`src/rtl/video_timing_pkg.sv`:
```
// Shared raster-timing helpers for the output-side video blocks:
// total/width calculations, reader FSM encodings and the sync-window decode.
package video_timing_pkg;

  localparam logic [0:0] IDLE = 1'b0;
  localparam logic [0:0] RUN  = 1'b1;

  function automatic int timing_total(input int active, input int fp, input int sync, input int bp);
    return active + fp + sync + bp;
  endfunction

  // A one-count raster still needs a 1-bit counter.
  function automatic int cnt_width(input int total);
    return (total > 1) ? $clog2(total) : 1;
  endfunction

  localparam int DEF_H_TOTAL = timing_total(1920, 88, 44, 148);
  localparam int DEF_V_TOTAL = timing_total(1080, 4, 5, 36);
  localparam int DEF_HCNT_W  = cnt_width(DEF_H_TOTAL);
  localparam int DEF_VCNT_W  = cnt_width(DEF_V_TOTAL);

  function automatic logic in_window(input logic [31:0] cnt, input logic [31:0] lo,
                                     input logic [31:0] len);
    return (cnt >= lo) && (cnt < lo + len);
  endfunction

endpackage

```
`src/rtl/video_timing_gen.sv`:
```
// Free-running hcnt/vcnt raster generator with active/hsync/vsync decode.
// Counters sit at the frame origin while disabled.
module video_timing_gen
  import video_timing_pkg::*;
#(
  parameter int H_ACTIVE = 1920,
  parameter int H_FP     = 88,
  parameter int H_SYNC   = 44,
  parameter int H_BP     = 148,
  parameter int V_ACTIVE = 1080,
  parameter int V_FP     = 4,
  parameter int V_SYNC   = 5,
  parameter int V_BP     = 36
) (
  input  logic clk,
  input  logic rst,
  input  logic en,
  output logic active,
  output logic hs,
  output logic vs,
  output logic sof
);

  localparam int H_TOTAL = timing_total(H_ACTIVE, H_FP, H_SYNC, H_BP);
  localparam int V_TOTAL = timing_total(V_ACTIVE, V_FP, V_SYNC, V_BP);
  localparam int HW      = cnt_width(H_TOTAL);
  localparam int VW      = cnt_width(V_TOTAL);

  localparam logic [HW-1:0] H_LAST = HW'(H_TOTAL - 1);
  localparam logic [VW-1:0] V_LAST = VW'(V_TOTAL - 1);

  logic [HW-1:0] hcnt_r;
  logic [VW-1:0] vcnt_r;

  // Raster counters: vcnt steps on every hcnt wrap.
  always_ff @(posedge clk) begin
    if (rst || !en) begin
      hcnt_r <= '0;
      vcnt_r <= '0;
    end else if (hcnt_r == H_LAST) begin
      hcnt_r <= '0;
      vcnt_r <= (vcnt_r == V_LAST) ? '0 : vcnt_r + 1'b1;
    end else begin
      hcnt_r <= hcnt_r + 1'b1;
    end
  end

  assign active = en && (hcnt_r < HW'(H_ACTIVE)) && (vcnt_r < VW'(V_ACTIVE));
  assign hs     = en && in_window(32'(hcnt_r), 32'(H_ACTIVE + H_FP), 32'(H_SYNC));
  assign vs     = en && in_window(32'(vcnt_r), 32'(V_ACTIVE + V_FP), 32'(V_SYNC));
  assign sof    = active && (hcnt_r == '0) && (vcnt_r == '0);

endmodule

```
`src/rtl/fifo_video_reader.sv`:
```
// Read-side FIFO consumer: pops one word per active pixel and emits a
// registered de/hs/vs/data stream with sticky underflow reporting.
module fifo_video_reader
  import video_timing_pkg::*;
#(
  parameter int DW       = 24,
  parameter int H_ACTIVE = 1920,
  parameter int H_FP     = 88,
  parameter int H_SYNC   = 44,
  parameter int H_BP     = 148,
  parameter int V_ACTIVE = 1080,
  parameter int V_FP     = 4,
  parameter int V_SYNC   = 5,
  parameter int V_BP     = 36
) (
  input  logic          clk_i,
  input  logic          rst_i,
  input  logic          rval_i,
  input  logic [DW-1:0] rdata_i,
  output logic          rrdy_o,
  output logic          de_o,
  output logic          hs_o,
  output logic          vs_o,
  output logic [DW-1:0] data_o,
  output logic          underflow_o,
  output logic          frame_start_o
);

  logic [0:0]    state_r;
  logic          run_s;
  logic          active_s;
  logic          hs_s;
  logic          vs_s;
  logic          sof_s;
  logic          pop_s;
  logic          starve_s;
  logic          de_r;
  logic          hs_r;
  logic          vs_r;
  logic [DW-1:0] data_r;
  logic          underflow_r;
  logic          frame_start_r;

  assign run_s = (state_r == RUN);

  video_timing_gen #(
    .H_ACTIVE (H_ACTIVE),
    .H_FP     (H_FP),
    .H_SYNC   (H_SYNC),
    .H_BP     (H_BP),
    .V_ACTIVE (V_ACTIVE),
    .V_FP     (V_FP),
    .V_SYNC   (V_SYNC),
    .V_BP     (V_BP)
  ) u_timing (
    .clk    (clk_i),
    .rst    (rst_i),
    .en     (run_s),
    .active (active_s),
    .hs     (hs_s),
    .vs     (vs_s),
    .sof    (sof_s)
  );

  // Pop request depends only on raster position, never on rval_i.
  assign rrdy_o   = active_s;
  assign pop_s    = active_s && rval_i;
  assign starve_s = active_s && !rval_i;

  // Start-up alignment: the first valid word opens the raster; only reset returns to IDLE.
  always_ff @(posedge clk_i) begin
    if (rst_i) begin
      state_r <= IDLE;
    end else begin
      case (state_r)
        IDLE:    state_r <= rval_i ? RUN : IDLE;
        RUN:     state_r <= RUN;
        default: state_r <= IDLE;
      endcase
    end
  end

  // Output register, one cycle behind the counters; a starved pixel goes out as zero.
  always_ff @(posedge clk_i) begin
    if (rst_i) begin
      de_r          <= 1'b0;
      hs_r          <= 1'b0;
      vs_r          <= 1'b0;
      data_r        <= '0;
      underflow_r   <= 1'b0;
      frame_start_r <= 1'b0;
    end else begin
      de_r          <= active_s;
      hs_r          <= hs_s;
      vs_r          <= vs_s;
      data_r        <= pop_s ? rdata_i : '0;
      underflow_r   <= underflow_r | starve_s;
      frame_start_r <= sof_s;
    end
  end

  assign de_o          = de_r;
  assign hs_o          = hs_r;
  assign vs_o          = vs_r;
  assign data_o        = data_r;
  assign underflow_o   = underflow_r;
  assign frame_start_o = frame_start_r;

endmodule

```
`config.mk`:
```
export PLATFORM = sky130hd
export DESIGN_NAME = fifo_video_reader
export DESIGN_NICKNAME = d
export VERILOG_FILES = /design/src/rtl/video_timing_pkg.sv /design/src/rtl/video_timing_gen.sv /design/src/rtl/fifo_video_reader.sv
export SDC_FILE = /design/constraint.sdc
export NUM_CORES = 1
export LEC_CHECK = 0
export CORE_ASPECT_RATIO = 0.8
export CORE_MARGIN = 2
export CORE_UTILIZATION = 40
export CTS_BUF_LIST = sky130_fd_sc_hd__clkbuf_4 sky130_fd_sc_hd__clkbuf_8
export DETAILED_ROUTE_END_ITERATION = 6
export PLACE_DENSITY = 0.78
export SETUP_SLACK_MARGIN = 0.02
export SLEW_MARGIN = 20
export SYNTH_ARGS = -nofsm -noshare
export SYNTH_HDL_FRONTEND = slang
export SYNTH_SLANG_ARGS = --single-unit
```
`constraint.sdc`:
```
create_clock -name clk_i -period 2 [get_ports clk_i]
set_input_delay 0.4 -clock clk_i [delete_from_list [all_inputs] [get_ports clk_i]]
set_output_delay 0.4 -clock clk_i [all_outputs]
set_load 0.01 [all_outputs]
```
==> key figures, run 1 <==
Placement
  • Half-perimeter wire length after placement: ~3800 um
  • Port-buffer cells: between 50 and 60
  • Area post-placement: between 0.002 and 0.003 mm^2
  • DP Worst Slack: -0.1750 ns
  • Final RePlAce weighted congestion: 0.8475

Clock tree
  • Total number of H-tree levels: 2
  • Insertion delay to the later sink of the worst-skew pair: roughly 0.32 ns
  • Clock slew at reported path FFs: 0.10 ns
  • Clock tree from TritonCTS: done
  • Clock buffers created by TritonCTS: 5
  • Root Driver: clkbuf_8
  • Maximum buffer depth of the clock tree: 2
  • Clock tree sinks: 53
  • Hold buffer count at cts: 0

Synthesis
  • Xor and xnor area share after synthesis: under 10%
  • Share of the synthesized area in the top cell type: between 50% and 60%
  • Simple-gate share of the synthesized area: roughly 29%
  • Unique masters post-synth: 33
  • Synth top area cells: dfxtp_1, and3_1, nor2_1
  • Post-Synthesis Mean Instance Area: between 9 and 10 um^2
  • Dominant cell by count in the synthesized netlist: dfxtp_1
  • Number of enable-type register cells in the synthesized netlist: 0
  • Fraction of the yosys area taken by sequential cells: between 50% and 60%
  • Adder and majority cell fraction of the synthesized area: 2.454%
  • Mux cell area share after synthesis: 0%
  • Gate count after technology mapping: between 200 and 250
  • Top post-synthesis cells by count: dfxtp_1, and3_1, nor2_1
  • Count of yosys warnings during synthesis: 0
  • Most used flip-flop cell after synthesis: dfxtp_1
  • Post-Syn Nets: 248
  • Compound-gate portion of the synthesized area: around 8.4%
  • Post-synthesis cell area: about 0.0020 mm^2
  • Proportion of register bits with asynchronous set or reset after synthesis: 0%
  • Synthesized flop and latch total: 53
  • Cell taking the most area after synthesis: dfxtp_1
  • Combinational family with the most area after synthesis: simple AND/OR/NAND/NOR gates

Detailed routing
  • Wirelength, routed: between 5000 and 6000 um
  • Average wire per cell in the routed design: roughly 14 um
  • Vias after detailed routing: around 1900
  • Detailed-router iteration count before antenna repair: 4
  • First DRT Iteration DRCs: 111
  • Via/cell ratio: between 5 and 6
  • Remaining antenna violation count: 0
  • DRC Markers: 0

Timing
  • RSZ-0062 raised after global routing: yes
  • Relative max-transition margin: 78.09%
  • Final critical path time including I/O delays and setup: 2.157 ns
  • Final setup violation count: 9
  • Ratio of final minimum period to clock period: 107.9%
  • Worst-case clock skew: about 0.012 ns
  • Slew at the pin with the worst max-slew slack: roughly 0.33 ns
  • Endpoints failing hold: 0
  • Max Fclk: ~460 MHz
  • Final worst slack: -0.1575 ns
  • Pins over their slew limit: 0

Floorplanning
  • Die footprint: approximately 0.0057 mm^2
  • Core area: around 0.005 mm^2
  • Core Rows: 23
  • Horizontal die dimension: 83.83 um
  • Die Span Y: around 68 um
  • Starting Density: roughly two fifths
  • Number of ports placed on the die boundary: 57

Power
  • Largest vdd supply drop: between 0.2 and 0.3 mV
  • Static power due to leakage: approximately 1.2 nW
  • Power density relative to cell area: around 610 mW/mm^2

Setup path
  • Data arrival time of the critical path: 2.42 ns
  • Reg-to-reg endpoint: u_timing.vcnt_r[5]
  • CP startpoint kind: flip-flop
  • R2R Path Start: u_timing.hcnt_r[6]
  • WP data required: around 2.3 ns
  • Critical path fanouts, max: 13
  • Worst R2R Path Depth: 5
  • Internal reg-to-reg setup slack: -0.16 ns
  • Critical path class: flip-flop to flip-flop
  • Endpoint type of the worst setup path: flip-flop

GRT
  • Maximum number of pins on one net before global-route repair: 27
  • Number of global-route vias before repair: around 1700
  • Remaining global-route overflow: 0
  • Overall track demand over capacity in global routing: between 10% and 20%
  • Initial antenna violation count: 0
  • First-pass GRT wire length: ~8100 um

Outcome
  • Violated checks: negative setup slack
  • Status: finished, violations left

Cells and area
  • Syn-to-layout area delta: 49.94%
  • FF/Latch Area: around 0.0011 mm^2
  • Non-Filler Cell Area, Final: 0.003058 mm^2
  • N_diodes: 0
  • Count of nets after finishing: roughly 330
  • Area of the multi-input gates: about 1000 um^2
  • Share of post-route cells with drive strength above 1: a little over a fifth
  • Number of inserted filler cells in the final layout: 420

Worst hold path
  • Path class of the lowest-slack min-delay path: flip-flop to flip-flop
  • Startpoint of the worst hold path: underflow_o
  • Hold Path Cell Cnt: 1
  • End of the worst hold path: underflow_o

Run
  • Max-capacitance violation count: 0
## cells in the final DEF (no fill, tap or decap), drive strengths merged, types with 2 or more instances in the layout
cell type / instances
nor4: 2
xnor2: 8
ha: 4
o21ai: 3
nor3: 6
a31oi: 2
inv: 8
clkbuf: 5
dfxtp: 53
nor4b: 2
clkinvlp: 2
a21oi: 12
or4: 9
and3: 27
nand3: 8
clkdlybuf4s50: 55
nor2: 21
o31ai: 6
and4: 4
nand2: 12
buf: 32
xor2: 3
or3: 3
nand4: 5
## layout make-up
cell class / instances / area share (%)
timing repair buffer: 87 / 26.02
multi-input combinational: 146 / 32.69
tap: 62 / 2.537
clock buffer: 5 / 2.250
inverter: 7 / 0.8592
sequential: 53 / 34.78
clock inverter: 3 / 0.8592
## sequential cells by signal, summed over array words and instances (netlist names)
signal and flops:
underflow_o 1, data_o 24, vs_o 1, de_o 1, run_s 1, hs_o 1
u_timing.hcnt_r 12, u_timing.vcnt_r 11, frame_start_o 1
## logic make-up after synthesis
logic type	after synthesis
XOR/XNOR	11
buffers and inverters	18
adder cells (fa/ha/maj)	4
flip-flops	53
AO/OA/AOI/OAI	27
AND/OR/NAND/NOR	104
## layer usage
layer | part of all wire, % | global-route usage, % | up-vias | routed length [um]
li1 | - | - | 939 | -
met1 | 47 | 24.59 | 877 | 2448
met2 | 44 | 26.60 | 62 | 2316
met3 | 7.4 | 5.549 | 8 | 383
met4 | 1.2 | 5.847 | 0 | 61
met5 | 0 | 0 | - | 0
## repair_timing
action,CTS,global route
setup endpoints to repair,12,12
resized for setup,8,16
buffers inserted,0,1
gates cloned,0,0
pin swaps,0,5
## stage by stage
stage               util, %  total power [mW]  hold WS, ns  TNS [ns]  cells
floorplan                 -             1.146       0.4297   -0.1185    217
global placement      58.06             1.247       0.4684    -1.224    354
detailed placement    58.06             1.250       0.4769    -1.662    354
CTS                   60.49             1.875       0.5007    -1.065    362
global route          61.78             1.935       0.5438    -1.525    363
finish                61.78             1.866       0.4971    -1.037    363
## power by group
| group | internal, mW | switching [mW] |
|---|---|---|
| registers | 1.07 | 0.00614 |
| clock network | 0.255 | 0.380 |
| logic | 0.0962 | 0.0564 |
## worst max-delay path by stage
stage / slack [ns] / from / endpoint / cells after the start
finish: -0.16 / u_timing.hcnt_r[6] / u_timing.vcnt_r[5] / 5
global route: -0.21 / u_timing.hcnt_r[6] / u_timing.vcnt_r[5] / 5
CTS: -0.13 / u_timing.hcnt_r[6] / u_timing.vcnt_r[3] / 5
detailed placement: -0.18 / u_timing.hcnt_r[6] / u_timing.vcnt_r[2] / 5
global placement: -0.13 / u_timing.hcnt_r[6] / u_timing.vcnt_r[8] / 5
floorplan: -0.04 / u_timing.hcnt_r[6] / u_timing.vcnt_r[10] / 5
## critical path, stage by stage, from the launching register on
cell	delay, ns
dfxtp_2	0.33
or4_4	0.55
or4_4	0.52
buf_6	0.16
or4_1	0.42
a21oi_2	0.12
No activity file was read; power rests on OpenSTA's default activity.
==> run 2, diff against run 1 <==
--- a/config.mk
+++ b/config.mk
@@ -10,7 +10,7 @@
 export CORE_UTILIZATION = 40
 export CTS_BUF_LIST = sky130_fd_sc_hd__clkbuf_4 sky130_fd_sc_hd__clkbuf_8
 export DETAILED_ROUTE_END_ITERATION = 6
-export PLACE_DENSITY = 0.78
+export PLACE_DENSITY = 0.76
 export SETUP_SLACK_MARGIN = 0.02
 export SLEW_MARGIN = 20
 export SYNTH_ARGS = -nofsm -noshare
==> constraint.sdc (replaced) <==
create_clock -name clk_i -period 2.8 [get_ports clk_i]
set_input_delay 0.56 -clock clk_i [delete_from_list [all_inputs] [get_ports clk_i]]
set_output_delay 0.56 -clock clk_i [all_outputs]
set_load 0.01 [all_outputs]
==> run 2 against run 1 <==
Effect of this change:
- the run now ends clean
- via count down 7.6%
- critical path depth down 1
- final cell count down 7.7%
- sequential power down 29%
- worst hold slack worse by 0.026 ns
- sequential share of layout area up 3.7 points
- register-to-register slack better by 0.45 ns
- design area down 9.8%
- total power down 31%
- critical path type is now flip-flop to output pin
- largest cell class unchanged
==> key figures, run 2 (same netlist as run 1, synthesis figures left out) <==
Placement
  • Area post-placement: 0.002661 mm^2 (was 0.002874 mm^2)
  • DP Worst Slack: 0.3211 ns (was -0.1750 ns)
  • Half-perimeter wire length after placement: 3244 um (was 3761 um)
  • Inst Count DP: 327 (was 354)
  • Port-buffer cells: 56 (unchanged)
  • Final RePlAce weighted congestion: 0.7947 (was 0.8475)

Timing
  • Setup TNS: 0 ns (was -1.037 ns)
  • Final worst slack: 0.2339 ns (was -0.1575 ns)
  • Relative max-transition margin: 54.79% (was 78.09%)
  • Final setup violation count: 0 (was 9)
  • Final critical path time including I/O delays and setup: around 2.6 ns
  • Pins over their slew limit: 0 (unchanged)
  • Worst-case clock skew: 0.008590 ns (was 0.01237 ns)
  • Endpoints failing hold: 0 (unchanged)
  • Ratio of final minimum period to clock period: between 90 and 100%
  • Post-Route Hold Slack: 0.4708 ns (was 0.4971 ns)
  • Slew at the pin with the worst max-slew slack: 0.6760 ns (was 0.3280 ns)
  • RSZ-0062 raised after global routing: no (was yes)
  • Max Fclk: approximately 400 MHz

Cells and area
  • Number of inserted filler cells in the final layout: 420 (unchanged)
  • N_diodes: 0 (unchanged)
  • Non-Filler Cell Area, Final: 0.002759 mm^2 (was 0.003058 mm^2)
  • Count of nets after finishing: 303 (was 331)
  • Syn-to-layout area delta: 35.28% (was 49.94%)
  • Share of post-route cells with drive strength above 1: 6.593% (was 21.59%)
  • Largest register FFs: 24 (unchanged)
  • Area of the multi-input gates: 920.9 um^2 (was 999.7 um^2)
  • Final cell count without fillers: 335 (was 363)
  • Highest-count cells in the layout ignoring fill and taps: clkdlybuf4s50_1, dfxtp_1, and3_1 (was clkdlybuf4s50_1, dfxtp_1, buf_4)
  • Most frequent standard cell in the layout excluding fill and tap cells: clkdlybuf4s50_1 (unchanged)
  • FF/Latch Area: 0.001061 mm^2 (was 0.001064 mm^2)
  • Final core occ: 55.74% (was 61.78%)

Detailed routing
  • Detailed-router iteration count before antenna repair: 5 (was 4)
  • Vias after detailed routing: 1742 (was 1886)
  • First DRT Iteration DRCs: 116 (was 111)
  • Wirelength, routed: 4426 um (was 5210 um)
  • Via/cell ratio: 5.200 (was 5.196)
  • Remaining antenna violation count: 0 (unchanged)
  • DRC Markers: 0 (unchanged)
  • Average wire per cell in the routed design: 13.21 um (was 14.35 um)

GRT
  • Met1 usage in global routing: 22.76% (was 24.59%)
  • Number of global-route vias before repair: 1479 (was 1711)
  • Maximum number of pins on one net before global-route repair: 27 (unchanged)
  • First-pass GRT wire length: 7182 um (was 8052 um)
  • Initial antenna violation count: 0 (unchanged)
  • Met3 demand-to-capacity share in global routing: 4.463% (was 5.549%)
  • Overall track demand over capacity in global routing: 15.92% (was 17.77%)
  • Layer with the highest usage after global routing: met2 (unchanged)
  • Remaining global-route overflow: 0 (unchanged)
  • Met2 usage in global routing: 22.90% (was 26.60%)

Power
  • Largest vdd supply drop: 0.2198 mV (was 0.2838 mV)
  • Int Pwr: 1.005 mW (was 1.423 mW)
  • Switching part of the total: 22.50% (was 23.72%)
  • Static power due to leakage: 1.024 nW (was 1.179 nW)
  • Relative contribution of the clock network to total power: 33.1% (was 34.0%)
  • Total design power: 1.297 mW (was 1.866 mW)
  • Share of power burned in combinational logic: 7.5% (was 8.2%)
  • Switching power: 291.7 uW (was 442.6 uW)
  • Power density relative to cell area: 469.9 mW/mm^2 (was 610.1 mW/mm^2)
  • Relative contribution of sequential cells to total power: 59.4% (was 57.8%)

Clock tree
  • Post-CTS Setup Inserts: 0 (unchanged)
  • Hold buffer count at cts: 0 (unchanged)
  • Clock tree from TritonCTS: done (unchanged)
  • Clock buffers created by TritonCTS: 5 (unchanged)
  • Clock tree sinks: 53 (unchanged)
  • Clock slew at reported path FFs: 0.09 ns (was 0.10 ns)
  • Insertion delay to the later sink of the worst-skew pair: 0.31 ns (was 0.32 ns)
  • Maximum buffer depth of the clock tree: 2 (unchanged)
  • Total number of H-tree levels: 2 (unchanged)
  • Root Driver: clkbuf_8 (unchanged)

Floorplanning
  • Number of ports placed on the die boundary: 57 (unchanged)
  • Die Span Y: 67.87 um (unchanged)
  • Die footprint: 0.005689 mm^2 (unchanged)
  • Starting Density: 41.20% (unchanged)
  • Horizontal die dimension: 83.83 um (unchanged)
  • Core area: 0.004950 mm^2 (unchanged)
  • Core Rows: 23 (unchanged)

Setup path
  • Reg-to-reg endpoint: u_timing.vcnt_r[10] (was u_timing.vcnt_r[5])
  • Endpoint type of the worst setup path: output pin (was flip-flop)
  • R2R Path Start: u_timing.hcnt_r[3] (was u_timing.hcnt_r[6])
  • WP data required: 2.24 ns (was 2.26 ns)
  • Critical path class: flip-flop to output pin (was flip-flop to flip-flop)
  • Critical path fanouts, max: 6 (was 13)
  • Worst R2R Path Depth: 4 (was 5)
  • Data arrival time of the critical path: 2.01 ns (was 2.42 ns)
  • CP startpoint kind: flip-flop (unchanged)
  • Internal reg-to-reg setup slack: 0.29 ns (was -0.16 ns)

Worst hold path
  • End of the worst hold path: u_timing.hcnt_r[0] (was underflow_o)
  • Path class of the lowest-slack min-delay path: flip-flop to flip-flop (unchanged)
  • Startpoint of the worst hold path: u_timing.hcnt_r[0] (was underflow_o)
  • Hold Path Cell Cnt: 1 (unchanged)

Run
  • Max-capacitance violation count: 0 (unchanged)

Outcome
  • Status: complete, no violations (was finished, violations left)
==> run 2: worst max path at each step <==
stage | from | slack (ns) | cells after the start | to
floorplan | u_timing.hcnt_r[3] | 0.57 | 5 | u_timing.vcnt_r[10]
global placement | u_timing.hcnt_r[3] | 0.34 | 4 | u_timing.vcnt_r[10]
detailed placement | u_timing.hcnt_r[3] | 0.32 | 4 | u_timing.vcnt_r[10]
CTS | u_timing.vcnt_r[6] | 0.16 | 4 | rrdy_o
global route | u_timing.vcnt_r[6] | 0.11 | 4 | rrdy_o
finish | u_timing.vcnt_r[6] | 0.23 | 4 | rrdy_o
==> run 2: routing by layer <==
| metal | routed length [um] | part of all wire [%] | up-vias |
|---|---|---|---|
| li1 | - | - | 884 |
| met1 | 2190 | 49 | 797 |
| met2 | 1941 | 44 | 56 |
| met3 | 251 | 5.7 | 5 |
| met4 | 42 | 0.95 | 0 |
| met5 | 0 | 0 | - |
==> run 2: worst max-delay path, cell delays in order, from the launching register on <==
cell and delay, ns:
dfxtp_1 0.38, o41ai_2 0.37, nand4b_1 0.18, a21oi_1 0.19, clkdlybuf4s50_1 0.58
==> run 2: timing repair <==
| action | in CTS | in global routing |
|---|---|---|
| endpoints found under the setup margin | 0 | 1 |
| resized for setup | 0 | 1 |
| hold endpoints to repair | 0 | 0 |
==> run 2: cell type report <==
cell class                      instances  area share (%)
Multi-Input combinational cell        146           33.38
Inverter                                7          0.9524
Sequential cell                        53           38.46
Clock buffer                            5           2.494
Timing Repair Buffer                   59           21.13
Tap cell                               62           2.812
Clock inverter                          3          0.7710
==> run 2: power groups by stage <==
stage               Combinational (mW)  Clock [mW]  Sequential [mW]
detailed placement              0.0969           0            0.788
CTS                             0.0975       0.441            0.771
floorplan                       0.0248           0            0.793
finish                          0.0968       0.429            0.770
global placement                0.0965           0            0.788
global route                     0.105       0.471            0.772
